## config.mk

```make
export PLATFORM = sky130hd
export DESIGN_NAME = serial_tx_buffered
export DESIGN_NICKNAME = d
export VERILOG_FILES = /design/src/rtl/serial_tx_pkg.sv /design/src/rtl/tx_fifo.sv /design/src/rtl/serial_tx_buffered.sv
export SDC_FILE = /design/constraint.sdc
export NUM_CORES = 1
export LEC_CHECK = 0
export CAP_MARGIN = 0
export CORE_MARGIN = 1.5
export CORE_UTILIZATION = 40
export CTS_CLUSTER_SIZE = 30
export DETAILED_ROUTE_END_ITERATION = 8
export GPL_TIMING_DRIVEN = 1
export PLACE_DENSITY = 0.65
export SLEW_MARGIN = 20
export SYNTH_ARGS = -nofsm -noshare
export SYNTH_HDL_FRONTEND = slang
export SYNTH_SLANG_ARGS = --single-unit
```

## constraint.sdc

```tcl
create_clock -name clk -period 3.65 [get_ports clk]
set_input_delay 0.9125 -clock clk [delete_from_list [all_inputs] [get_ports clk]]
set_output_delay 0.9125 -clock clk [all_outputs]
set_load 0.1 [all_outputs]
```

## src/rtl/serial_tx_pkg.sv

```systemverilog
// Shared types and helpers for the buffered serial transmitter.
package serial_tx_pkg;

  localparam logic [0:0] ST_IDLE  = 1'b0;
  localparam logic [0:0] ST_SHIFT = 1'b1;

  typedef enum logic [0:0] {
    IDLE  = ST_IDLE,
    SHIFT = ST_SHIFT
  } tx_state_e;

  // Width needed to count 0..depth queued words.
  function automatic int unsigned level_w(input int unsigned depth);
    return $clog2(depth + 1);
  endfunction

endpackage

```

## src/rtl/tx_fifo.sv

```systemverilog
// Word queue feeding the serial shifter; full/empty/level are registered together.
module tx_fifo
  import serial_tx_pkg::*;
#(
  parameter int unsigned WIDTH = 32,
  parameter int unsigned DEPTH = 4
) (
  input  logic                       clk,
  input  logic                       reset,
  input  logic                       push,
  input  logic [WIDTH-1:0]           din,
  input  logic                       pop,
  output logic [WIDTH-1:0]           head_c,
  output logic                       full,
  output logic                       empty,
  output logic [level_w(DEPTH)-1:0]  level,
  output logic                       overflow
);

  localparam int unsigned PTR_W = $clog2(DEPTH);
  localparam int unsigned LVL_W = level_w(DEPTH);

  logic [WIDTH-1:0] mem [DEPTH];
  logic [PTR_W-1:0] wr_ptr;
  logic [PTR_W-1:0] rd_ptr;
  logic             wr_en;
  logic             rd_en;
  logic [LVL_W-1:0] level_nxt;

  // Accept/pop qualification; full is judged before any same-cycle pop.
  always_comb begin
    wr_en     = push && !full;
    rd_en     = pop && !empty;
    level_nxt = level + LVL_W'(wr_en) - LVL_W'(rd_en);
  end

  // Pointers, occupancy and status flags.
  always_ff @(posedge clk or posedge reset) begin
    if (reset) begin
      wr_ptr   <= '0;
      rd_ptr   <= '0;
      level    <= '0;
      full     <= 1'b0;
      empty    <= 1'b1;
      overflow <= 1'b0;
    end else begin
      if (wr_en) wr_ptr <= wr_ptr + PTR_W'(1);
      if (rd_en) rd_ptr <= rd_ptr + PTR_W'(1);
      level    <= level_nxt;
      full     <= (level_nxt == LVL_W'(DEPTH));
      empty    <= (level_nxt == '0);
      overflow <= push && full;
    end
  end

  // Storage array; contents need no reset since level gates every read.
  always_ff @(posedge clk) begin
    if (wr_en) mem[wr_ptr] <= din;
  end

  assign head_c = mem[rd_ptr];

endmodule

```

## src/rtl/serial_tx_buffered.sv

```systemverilog
// Queued parallel-to-serial transmitter with programmable bit period and bit order.
module serial_tx_buffered
  import serial_tx_pkg::*;
#(
  parameter int unsigned WIDTH = 32,
  parameter int unsigned DEPTH = 4,
  parameter int unsigned DIV_W = 8
) (
  input  logic                       clk,
  input  logic                       reset,
  input  logic [WIDTH-1:0]           dataIn,
  input  logic                       sample,
  input  logic                       startTx,
  input  logic                       msbFirst,
  input  logic [DIV_W-1:0]           clkDiv,
  output logic                       dout,
  output logic                       txBusy,
  output logic                       txDone,
  output logic                       full,
  output logic                       empty,
  output logic [level_w(DEPTH)-1:0]  level,
  output logic                       overflow
);

  localparam int unsigned BIT_W = $clog2(WIDTH);

  tx_state_e        state, state_nxt;
  logic [WIDTH-1:0] shreg, shreg_nxt;
  logic [DIV_W-1:0] div_cnt, div_cnt_nxt;
  logic [DIV_W-1:0] div_lat, div_lat_nxt;
  logic [BIT_W-1:0] bit_cnt, bit_cnt_nxt;
  logic             msb_lat, msb_lat_nxt;
  logic             dout_nxt, busy_nxt, done_nxt;
  logic             pop_c;
  logic [WIDTH-1:0] head_c;

  tx_fifo #(
    .WIDTH (WIDTH),
    .DEPTH (DEPTH)
  ) u_fifo (
    .clk      (clk),
    .reset    (reset),
    .push     (sample),
    .din      (dataIn),
    .pop      (pop_c),
    .head_c   (head_c),
    .full     (full),
    .empty    (empty),
    .level    (level),
    .overflow (overflow)
  );

  // Next-state: bit timing, shifting, and word (re)load including back-to-back chaining.
  always_comb begin
    state_nxt   = state;
    shreg_nxt   = shreg;
    div_cnt_nxt = div_cnt;
    div_lat_nxt = div_lat;
    bit_cnt_nxt = bit_cnt;
    msb_lat_nxt = msb_lat;
    dout_nxt    = dout;
    busy_nxt    = txBusy;
    done_nxt    = 1'b0;
    pop_c       = 1'b0;

    case (state)
      IDLE: begin
        if (startTx && !empty) pop_c = 1'b1;
      end
      SHIFT: begin
        if (div_cnt != '0) begin
          div_cnt_nxt = div_cnt - DIV_W'(1);
        end else if (bit_cnt != '0) begin
          if (msb_lat) begin
            shreg_nxt = {shreg[WIDTH-2:0], 1'b0};
            dout_nxt  = shreg[WIDTH-2];
          end else begin
            shreg_nxt = {1'b0, shreg[WIDTH-1:1]};
            dout_nxt  = shreg[1];
          end
          bit_cnt_nxt = bit_cnt - BIT_W'(1);
          div_cnt_nxt = div_lat;
        end else begin
          done_nxt = 1'b1;
          if (startTx && !empty) begin
            pop_c = 1'b1;
          end else begin
            state_nxt = IDLE;
            dout_nxt  = 1'b0;
            busy_nxt  = 1'b0;
          end
        end
      end
      default: state_nxt = IDLE;
    endcase

    if (pop_c) begin
      state_nxt   = SHIFT;
      shreg_nxt   = head_c;
      msb_lat_nxt = msbFirst;
      div_lat_nxt = clkDiv;
      div_cnt_nxt = clkDiv;
      bit_cnt_nxt = BIT_W'(WIDTH - 1);
      dout_nxt    = msbFirst ? head_c[WIDTH-1] : head_c[0];
      busy_nxt    = 1'b1;
    end
  end

  // State and registered outputs.
  always_ff @(posedge clk or posedge reset) begin
    if (reset) begin
      state   <= IDLE;
      shreg   <= '0;
      div_cnt <= '0;
      div_lat <= '0;
      bit_cnt <= '0;
      msb_lat <= 1'b0;
      dout    <= 1'b0;
      txBusy  <= 1'b0;
      txDone  <= 1'b0;
    end else begin
      state   <= state_nxt;
      shreg   <= shreg_nxt;
      div_cnt <= div_cnt_nxt;
      div_lat <= div_lat_nxt;
      bit_cnt <= bit_cnt_nxt;
      msb_lat <= msb_lat_nxt;
      dout    <= dout_nxt;
      txBusy  <= busy_nxt;
      txDone  <= done_nxt;
    end
  end

endmodule

```

==> impl_results.md <==
* Tcrit/Tclk final at around nine tenths
* Primary FF master, synth: edfxtp_1
* Detail Placement HPWL at slightly below 10,000 um
* Final hold vios at 0
* Leakage at around 3.5 nW
* Filler Cells Inserted at approximately 1,700
* Synth cell count leaders: 128 x edfxtp_1, 77 x nor2_1, 67 x dfrtp_1
* Initial antenna violation count at 0
* Yosys Warn Count at 0
* Status: completed
* WP data required at ~4 ns
* Max cap viols at 0
* Area growth syn-to-layout at 16.7%
* Max FO, Critical Path at 18
* Remaining antenna violation count at 0
* Unique cell type count in the Yosys netlist at 46
* Share of cells above drive strength 1 at between 15 and 20%
* Die area at between 20,000 and 25,000 sq um
* I/O pins at 54
* Met2 routed WL at 8190 um
* Area of the multi-input gates at about 2600 sq um
* Min-delay src: div_lat[1]
* Slowest CP cell: or4b_1
* CTS H-tree depth at 4
* Via/cell ratio at around 5
* CP peak stage delay at around 0.64 ns
* Crit path cell chain: inv_1 -> ha_1 -> or4b_1 -> o31ai_4 -> nand2_4 -> clkinv_2 -> ha_1 -> inv_1 -> ha_1 -> fa_1 -> xnor2_1 -> nor3b_1
* Max clock buf depth at 2
* CTS Buf Count at 17
* Kind of critical path: reg2reg
* PortBufs at 53
* WL met3 at approximately 530 um
* Most common cell in the netlist: edfxtp_1
* Netlist Area Pre-Place at ~8300 sq um
* Least-Margin Pin Slew at 0.961 ns
* Post-CTS Setup Repair Bufs at 0
* Cts repair resizes at 0
* Area after DPL at roughly 9100 sq um
* Clk sink count at approximately 200
* Gr ovfl total at 0
* Clock skew at 0.00778 ns
* Final setup violation count at 0
* Hold_buf cts at 0
* CTS tree: built
* Area fraction of the dominant cell type after synthesis at 46.1%
* # rows at 52
* Avg Inst Size Synth at approximately 14 sq um
* Max Slew Vio Count at 0
* Pre-Repair DR Iteration Count at 4
* First-pass GRT wire length at 26,000 um
* Detailed Route WL at 15,500 um
* Synth area leader: edfxtp_1
* Place WS at about 0.40 ns
* Fin crit period at ~3.2 ns
* Worst vdd ir at around 0.00032 V
* CTS Root Buffer Type: clkbuf_16
* Final core utilization at 47.9%
* RR Startpoint: bit_cnt[0]
* RSZ-0062 raised after global routing: false
* Part of the Yosys area used for sequential elements at around two thirds
* Number of global-route vias before repair at between 4,000 and 5,000
* TNS Setup at 0 ns
* Antenna cell count at 0
* Delay-heaviest family, CP: simple AND/OR/NAND/NOR gates
* Final GP Congestion at slightly below 0.9
* Die W at between 100 and 150 um
* Vias at approximately 4,700
* Total track usage at 15.6%
* Worst-Skew Late Latency at ~0.42 ns
* Mapped Cells at about 580
* Relative slew slack at approximately 36%
* DRC Markers at 0
* Synthesized flop and latch total at 196
* CP dominant cell by count: ha_1
* Post-synth EDFFs at between 100 and 150
* Final Cell Area at ~9700 sq um
* M1 wire length at 6500 um
* Reg area at around 5500 sq um
* Overall Power at 5.44 mW
* Fmax at between 300 and 400 MHz
* Synthesized Nets at 637
* Crit path from: bit_cnt[0]
* CORE AREA at between 20,000 and 25,000 sq um
* CP Capture Type: register
* Worst EP arrival at roughly 3.6 ns
* Largest net degree at the start of global routing at 76
* Pwr dens at about 560 nW/um^2
* Hold Path Class: reg2reg
* WL/cell at ~17 um
* Top routing layer used: met4
* Vert. Die Dim at 147 um
* Final WS setup at around 0.42 ns
* Clock slew at reported path FFs at 0.07 ns
* Final net count at between 600 and 700
* WP buf/inv at 3
* Starting density of the core at about two fifths
* Number of DRC markers in iteration 0 at ~390
* Crit path launch type: register
* Fraction of registers with async set/reset at a little over a third
* Top cells by area, synth: edfxtp_1 46%, dfrtp_1 20%, mux4_2 9.2%
[path summary, 6_finish.rpt]
check                          endpoint  slack [ns]  depth (start not counted)
max in group asynchronous  u_fifo.empty        2.06                          3
min in group asynchronous     shreg[20]        0.88                          2
setup / recovery            u_fifo.full        0.42                         12
hold reg to reg              div_lat[1]        0.47                          2
hold / removal               div_lat[1]        0.47                          2
setup reg to reg            u_fifo.full        0.42                         12
[tightest hold or removal path, delay by kind of cell, from the launching register on]
family	cells	cell delay, ns
DFF	1	0.34
and+or+nand+nor	2	0.11
[cell families (layout without fill, tap and decap cells)]
| family | after synthesis | in the layout | share of synthesized area (%) |
|---|---|---|---|
| simple gates | 156 | 156 | 7.93 |
| xor+xnor | 8 | 8 | 0.841 |
| compound gates | 100 | 100 | 7.35 |
| buf+inv | 46 | 112 | 2.64 |
| fa+ha+maj | 10 | 10 | 1.59 |
| mux | 66 | 66 | 13.1 |
| flops | 196 | 196 | 66.6 |
[layer usage]
metal  GRT usage, %  vias to the layer above
met4           4.85                        0
met2           27.7                       92
li1               -                     2260
met3           3.39                       17
met1           18.9                     2349
met5              0                        -
[state kept, by name (all words and copies together) (netlist names), 2 cells and up]
register,count
div_lat,8
shreg,32
u_fifo.level,3
u_fifo.rd_ptr,2
u_fifo.mem,128
bit_cnt,5
u_fifo.wr_ptr,2
div_cnt,8
[metrics by stage]
stage	std cells	hold WS, ns
floorplan	582	0.438
global placement	886	0.458
detailed placement	886	0.462
CTS	918	0.477
global route	918	0.501
finish	918	0.470
[cell usage in the layout, fill, tap and decap left out, types with 3 or more instances in the layout]
master,count
a211oi_1,6
a21oi_1,57
a21oi_2,10
a31oi_1,5
and2_1,6
buf_4,18
clkbuf_16,17
clkdlybuf4s50_1,47
clkinv_2,3
clkinvlp_4,3
dfrtp_1,65
edfxtp_1,128
ha_1,9
inv_1,12
inv_6,4
mux2i_1,31
mux4_2,34
nand2_1,50
nand3_1,4
nor2_1,77
nor2b_1,3
nor3_1,7
o21ai_0,7
xnor2_1,6
[cell type report]
class                           count  share of cell area, %
Sequential cell                   196                   57.1
Multi-Input combinational cell    340                   26.5
Timing Repair Buffer               66                   6.44
Clock buffer                       18                   4.41
Tap cell                          270                   3.48
Clock inverter                     14                   1.56
Inverter                           14                  0.553
[power breakdown]
| group | switching [mW] | internal [mW] | leakage, nW | total [mW] |
|---|---|---|---|---|
| combinational | 0.541 | 0.256 | 1.19 | 0.797 |
| clock | 0.810 | 1.02 | 0.277 | 1.83 |
| sequential | 0.0965 | 2.72 | 1.99 | 2.82 |
| total | 1.45 | 4.00 | 3.46 | 5.44 |
No activity file was read; power rests on OpenSTA's default activity.
==> RTL edit 1: new RTL, same flow settings <==
The output `txDone` loses its register stage (`txDone` becomes a continuous assignment).
--- a/src/rtl/serial_tx_buffered.sv
+++ b/src/rtl/serial_tx_buffered.sv
@@ -118,5 +118,4 @@
       dout    <= 1'b0;
       txBusy  <= 1'b0;
-      txDone  <= 1'b0;
     end else begin
       state   <= state_nxt;
@@ -128,8 +127,9 @@
       dout    <= dout_nxt;
       txBusy  <= busy_nxt;
-      txDone  <= done_nxt;
     end
   end
 
+  assign txDone = done_nxt;
+
 endmodule
 
Check against the original RTL: same outputs for any inputs over 10 cycles, from zero or initial values and one cycle with reset high; that may be too few to reach the edited logic, so the function may still have changed.
==> RTL edit 1 against the original RTL <==
  * Routed wire length is 2.4% lower
  * Non-clock buffer count rose by 1
  * Synthesized area fell by 0.30%
  * Total power rose by 0.17%
  * Setup slack barely moved
  * Final area is essentially flat
  * Sequential cell count fell by 1
  * Via count rose by 0.28%
  * Critical path type is now flip-flop to primary output
  * Largest cell class unchanged
==> RTL edit 1: results (changes against the original RTL) <==
Place
  • Pre-CTS WS: 0.375 ns (was 0.400 ns)
  • Routability Congestion: 0.844 (was 0.879)
  • DP Wirelength: 9300 µm (was 9670 µm)
  • Port bufs: 53 (unchanged)
  • Area after DPL: 9130 µm² (was 9140 µm²)

Routing
  • Met3 WL: 547 µm (was 531 µm)
  • Highest Signal Layer: met4 (unchanged)
  • M1 WL: 6640 µm (was 6500 µm)
  • Routed length on met2: 7720 µm (was 8190 µm)
  • Drt total wl: 15100 µm (was 15500 µm)
  • Initial drt markers: 373 (was 386)
  • Pre-antenna DRT Iters: 4 (unchanged)
  • Via density: 5.15 (was 5.14)

Critical path
  • Delay-heaviest family, CP: simple AND/OR/NAND/NOR gates (unchanged)
  • CP Data Arrival Time: 2.32 ns (was 3.57 ns)
  • Worst stage delay on the critical path: 0.51 ns (was 0.64 ns)
  • CP max-delay cell: or4b_1 (unchanged)
  • CP Max Fanout: 8 (was 18)

Global route
  • First-pass GRT wire length: 25300 µm (was 26000 µm)
  • Largest net degree at the start of global routing: 76 (unchanged)
  • Initial antenna violation count: 0 (unchanged)
  • Number of global-route vias before repair: 4877 (was 4964)
  • Total GRT Usage: 15.0% (was 15.6%)

Clock tree
  • Setup Fix Bufs, Post-CTS: 0 (unchanged)
  • Clock buffer depth: 2 (unchanged)
  • Clk Latency, worst-skew pair: 0.42 ns (about the same)
  • H-Tree Depth: 4 (unchanged)
  • Inserted Clock Buffers: 17 (unchanged)
  • Clk root buf: clkbuf_16 (unchanged)
  • Post_cts resized: 0 (unchanged)
  • Clock-pin slew on the worst setup and hold paths: 0.07 ns (about the same)

Cells and area
  • Top Registers: u_fifo.mem (128), shreg (32) (unchanged)
  • Antenna Cells: 0 (unchanged)
  • Ratio of cells with drive above 1 in the final layout: 16.2% (was 15.7%)
  • Filler cells: 1742 (was 1723)
  • NumNets Final: 690 (unchanged)

Outcome
  • Status: finished, final reports clean (unchanged)

Run
  • Max Cap Violations: 0 (unchanged)

Pwr
  • Internal: 4000 µW (about the same)
  • Leak pwr: 0.00346 µW (about the same)
  • Max rail drop VDD: 0.315 mV (was 0.324 mV)

Synth
  • Syn_nets: 636 (was 637)
  • Commonest cells in the netlist: 128 x edfxtp_1, 77 x nor2_1, 66 x dfrtp_1 (was 128 x edfxtp_1, 77 x nor2_1, 67 x dfrtp_1)
  • Post-synthesis sequential area ratio: 66.5% (was 66.6%)
  • Area contributors post-synth: edfxtp_1 46%, dfrtp_1 20%, mux4_2 9.2% (unchanged)
  • Unique masters post-synth: 46 (unchanged)
  • Post-synth EDFFs: 128 (unchanged)
  • Yosys warns: 0 (unchanged)
  • FFs w/ async S/R, synth: 34.4% (was 34.7%)

Worst hold path
  • Min-Delay Path Class: flip-flop to flip-flop (unchanged)

STA
  • Slew @ Worst Pin: 0.972 ns (was 0.961 ns)
  • Worst Skew: 0.00624 ns (was 0.00778 ns)
RTL edit 1: cell types whose count changed after synthesis, sizes merged:
cell	change
dfrtp	-1
RTL edit 1: power groups by stage:
stage               Combinational, µW  Sequential (µW)  Clock, µW
floorplan                         364             3000          0
global placement                  794             2830          0
detailed placement                810             2850          0
CTS                               813             2810       1900
global route                      863             2830       2000
finish                            792             2800       1860
RTL edit 1: layer usage:
metal	global-route usage [%]	vias up
met1	18.6	2376
met2	26.1	86
li1	-	2255
met4	5.40	0
met5	0	-
met3	3.04	14
RTL edit 1: cells by family after synthesis:
family	Yosys count	share of synthesized area (%)
adders and majority gates	10	1.60
DFF	195	66.5
buffers and inverters	46	2.65
and+or+nand+nor	156	7.96
xor gates and xnor gates	8	0.844
muxes	66	13.1
AOI/OAI and AO/OA	100	7.37
RTL edit 1: per-stage QoR:
step	util (%)	instances
finish	47.9	918
global route	47.9	918
CTS	47.9	918
detailed placement	45.0	886
global placement	45.0	886
floorplan	-	581
RTL edit 1: worst min-delay path: cells and delay by family (launching register included):
kind / cells / cell delay (ns)
simple gates: 2 / 0.11
flops: 1 / 0.35
RTL edit 1: worst paths after layout:
kind | startpoint | end | slack [ns] | depth (start not counted)
min in group asynchronous | reset | div_lat[6] | 0.86 | 2
worst max register to register | div_cnt[0] | u_fifo.full | 0.48 | 12
worst min-delay path | div_lat[5] | div_lat[5] | 0.49 | 2
worst max-delay path | bit_cnt[0] | txDone | 0.42 | 6
max in group asynchronous | reset | u_fifo.rd_ptr[0] | 2.13 | 3
worst min register to register | div_lat[5] | div_lat[5] | 0.49 | 2
RTL edit 1: layout make-up:
type	instances	area (µm²)	share of cell area, %
flip-flops and latches	195	5520	56.8
clock buffers	17	425	4.37
multi-input cells	340	2580	26.5
clock inverters	15	169	1.74
repair buffers	67	636	6.54
inverters	14	53.8	0.553
well taps	270	338	3.47
==> RTL edit 2: new RTL, same settings <==
Made on the original files. `DEPTH` is set to 4 in 2 places; all go to 2.
--- a/src/rtl/tx_fifo.sv
+++ b/src/rtl/tx_fifo.sv
@@ -4,5 +4,5 @@
 #(
   parameter int unsigned WIDTH = 32,
-  parameter int unsigned DEPTH = 4
+  parameter int unsigned DEPTH = 2
 ) (
   input  logic                       clk,
--- a/src/rtl/serial_tx_buffered.sv
+++ b/src/rtl/serial_tx_buffered.sv
@@ -4,5 +4,5 @@
 #(
   parameter int unsigned WIDTH = 32,
-  parameter int unsigned DEPTH = 4,
+  parameter int unsigned DEPTH = 2,
   parameter int unsigned DIV_W = 8
 ) (
Ports: changed (resized level); port bits go from 54 to 53. No check against the original RTL was run, so the function may have changed too.
==> RTL edit 2 against the original RTL <==
  * Sequential cell count shrank 67
  * Total power shrank 17%
  * Final area down 26%
  * Synthesized area shrank 29%
  * Routed wire length is 24% lower
  * Utilization increased by 1.8 points
  * Clock skew grew 0.00088 ns
  * Setup slack gained 0.47 ns
  * Synthesized cell count shrank 22%
  * Largest cell class unchanged
==> RTL edit 2: results (changes against the original RTL) <==
Outcome
  • Status: finished, final reports clean (unchanged)

Synth
  • Unique masters post-synth: 56 (was 46)
  • Post-Syn Area: 5890 µm² (was 8330 µm²)
  • Syn_nets: 503 (was 637)
  • Post-synthesis sequential area ratio: 60.3% (was 66.6%)
  • FFs w/ async S/R, synth: 50.4% (was 34.7%)
  • Area contributors post-synth: edfxtp_1 33%, dfrtp_1 27%, mux2i_1 11% (was edfxtp_1 46%, dfrtp_1 20%, mux4_2 9.2%)

Global route
  • Largest net degree at the start of global routing: 48 (was 76)
  • Number of global-route vias before repair: 3934 (was 4964)
  • First-pass GRT wire length: 19900 µm (was 26000 µm)

STA
  • Worst Skew: 0.00866 ns (was 0.00778 ns)
  • Hold WS: 0.499 ns (was 0.470 ns)

Critical path
  • Worst flop-to-flop path startpoint: div_cnt[0] (was bit_cnt[0])
  • Internal reg-to-reg setup slack: 0.93 ns (was 0.42 ns)

Cells and area
  • Post-route cell area: 7190 µm² (was 9720 µm²)
  • Ratio of cells with drive above 1 in the final layout: 13.4% (was 15.7%)
  • Top Registers: u_fifo.mem (64), shreg (32) (was u_fifo.mem (128), shreg (32))
  • NumNets Final: 553 (was 690)

Place
  • Area after DPL: 6570 µm² (was 9140 µm²)
  • Port bufs: 52 (was 53)
  • Placed Instances: 668 (was 886)

Pwr
  • Leak pwr: 0.00295 µW (was 0.00346 µW)
  • Max rail drop VDD: 0.339 mV (was 0.324 mV)

Routing
  • Post-DR wirelength/cell: 16.8 µm (about the same)
  • Initial drt markers: 330 (was 386)
  • Total number of vias: 3777 (was 4718)
  • Pre-antenna DRT Iters: 5 (was 4)

Worst hold path
  • Hold Path Depth: 1 (was 2)
==> RTL edit 2: routing by layer <==
| layer | track usage [%] | wire, µm | vias up |
|---|---|---|---|
| met4 | 6.63 | 115 | 0 |
| met2 | 26.4 | 5900 | 74 |
| li1 | - | - | 1815 |
| met1 | 20.6 | 5290 | 1876 |
| met5 | 0 | 0 | - |
| met3 | 3.82 | 450 | 12 |
==> RTL edit 2: cell families after synthesis <==
kind of cell	after synthesis	synth area share (%)
compound gates	102	13.2
xor+xnor	7	1.04
fa+ha+maj	5	1.06
buf+inv	44	3.53
flops	129	60.3
mux	75	13.0
simple gates	91	7.90
==> RTL edit 2: area by class of cell <==
type,instances,share of cell area (%)
flip-flops and latches,129,49.4
inverters,12,0.626
repair buffers,63,8.35
well taps,184,3.20
clock inverters,13,2.57
multi-input cells,280,29.9
clock buffers,19,6.02
==> RTL edit 2: worst max path at each step <==
stage,start,endpoint,slack (ns),cells past startpoint
2_1_floorplan,u_fifo.full,u_fifo.mem[0][0],0.79,2
3_3_place_gp,startTx,u_fifo.full,0.74,10
3_5_place_dp,startTx,u_fifo.full,0.67,10
4_1_cts,txDone,txDone,0.86,1
5_1_grt,div_cnt[0],u_fifo.full,0.71,11
6_report,txDone,txDone,0.89,1
==> RTL edit 2: power breakdown <==
group	total, µW	internal [µW]	leakage (µW)	switching [µW]
Combinational	824	282	0.00123	542
Clock	1760	1140	0.000299	614
Sequential	1940	1800	0.00142	143
==> RTL edit 2: metrics by stage <==
step	worst slack [ns]	power (µW)
final	0.889	4520
after global routing	0.707	4730
after CTS	0.858	4570
after detailed placement	0.674	2800
after global placement	0.736	2770
after floorplan	0.790	2540
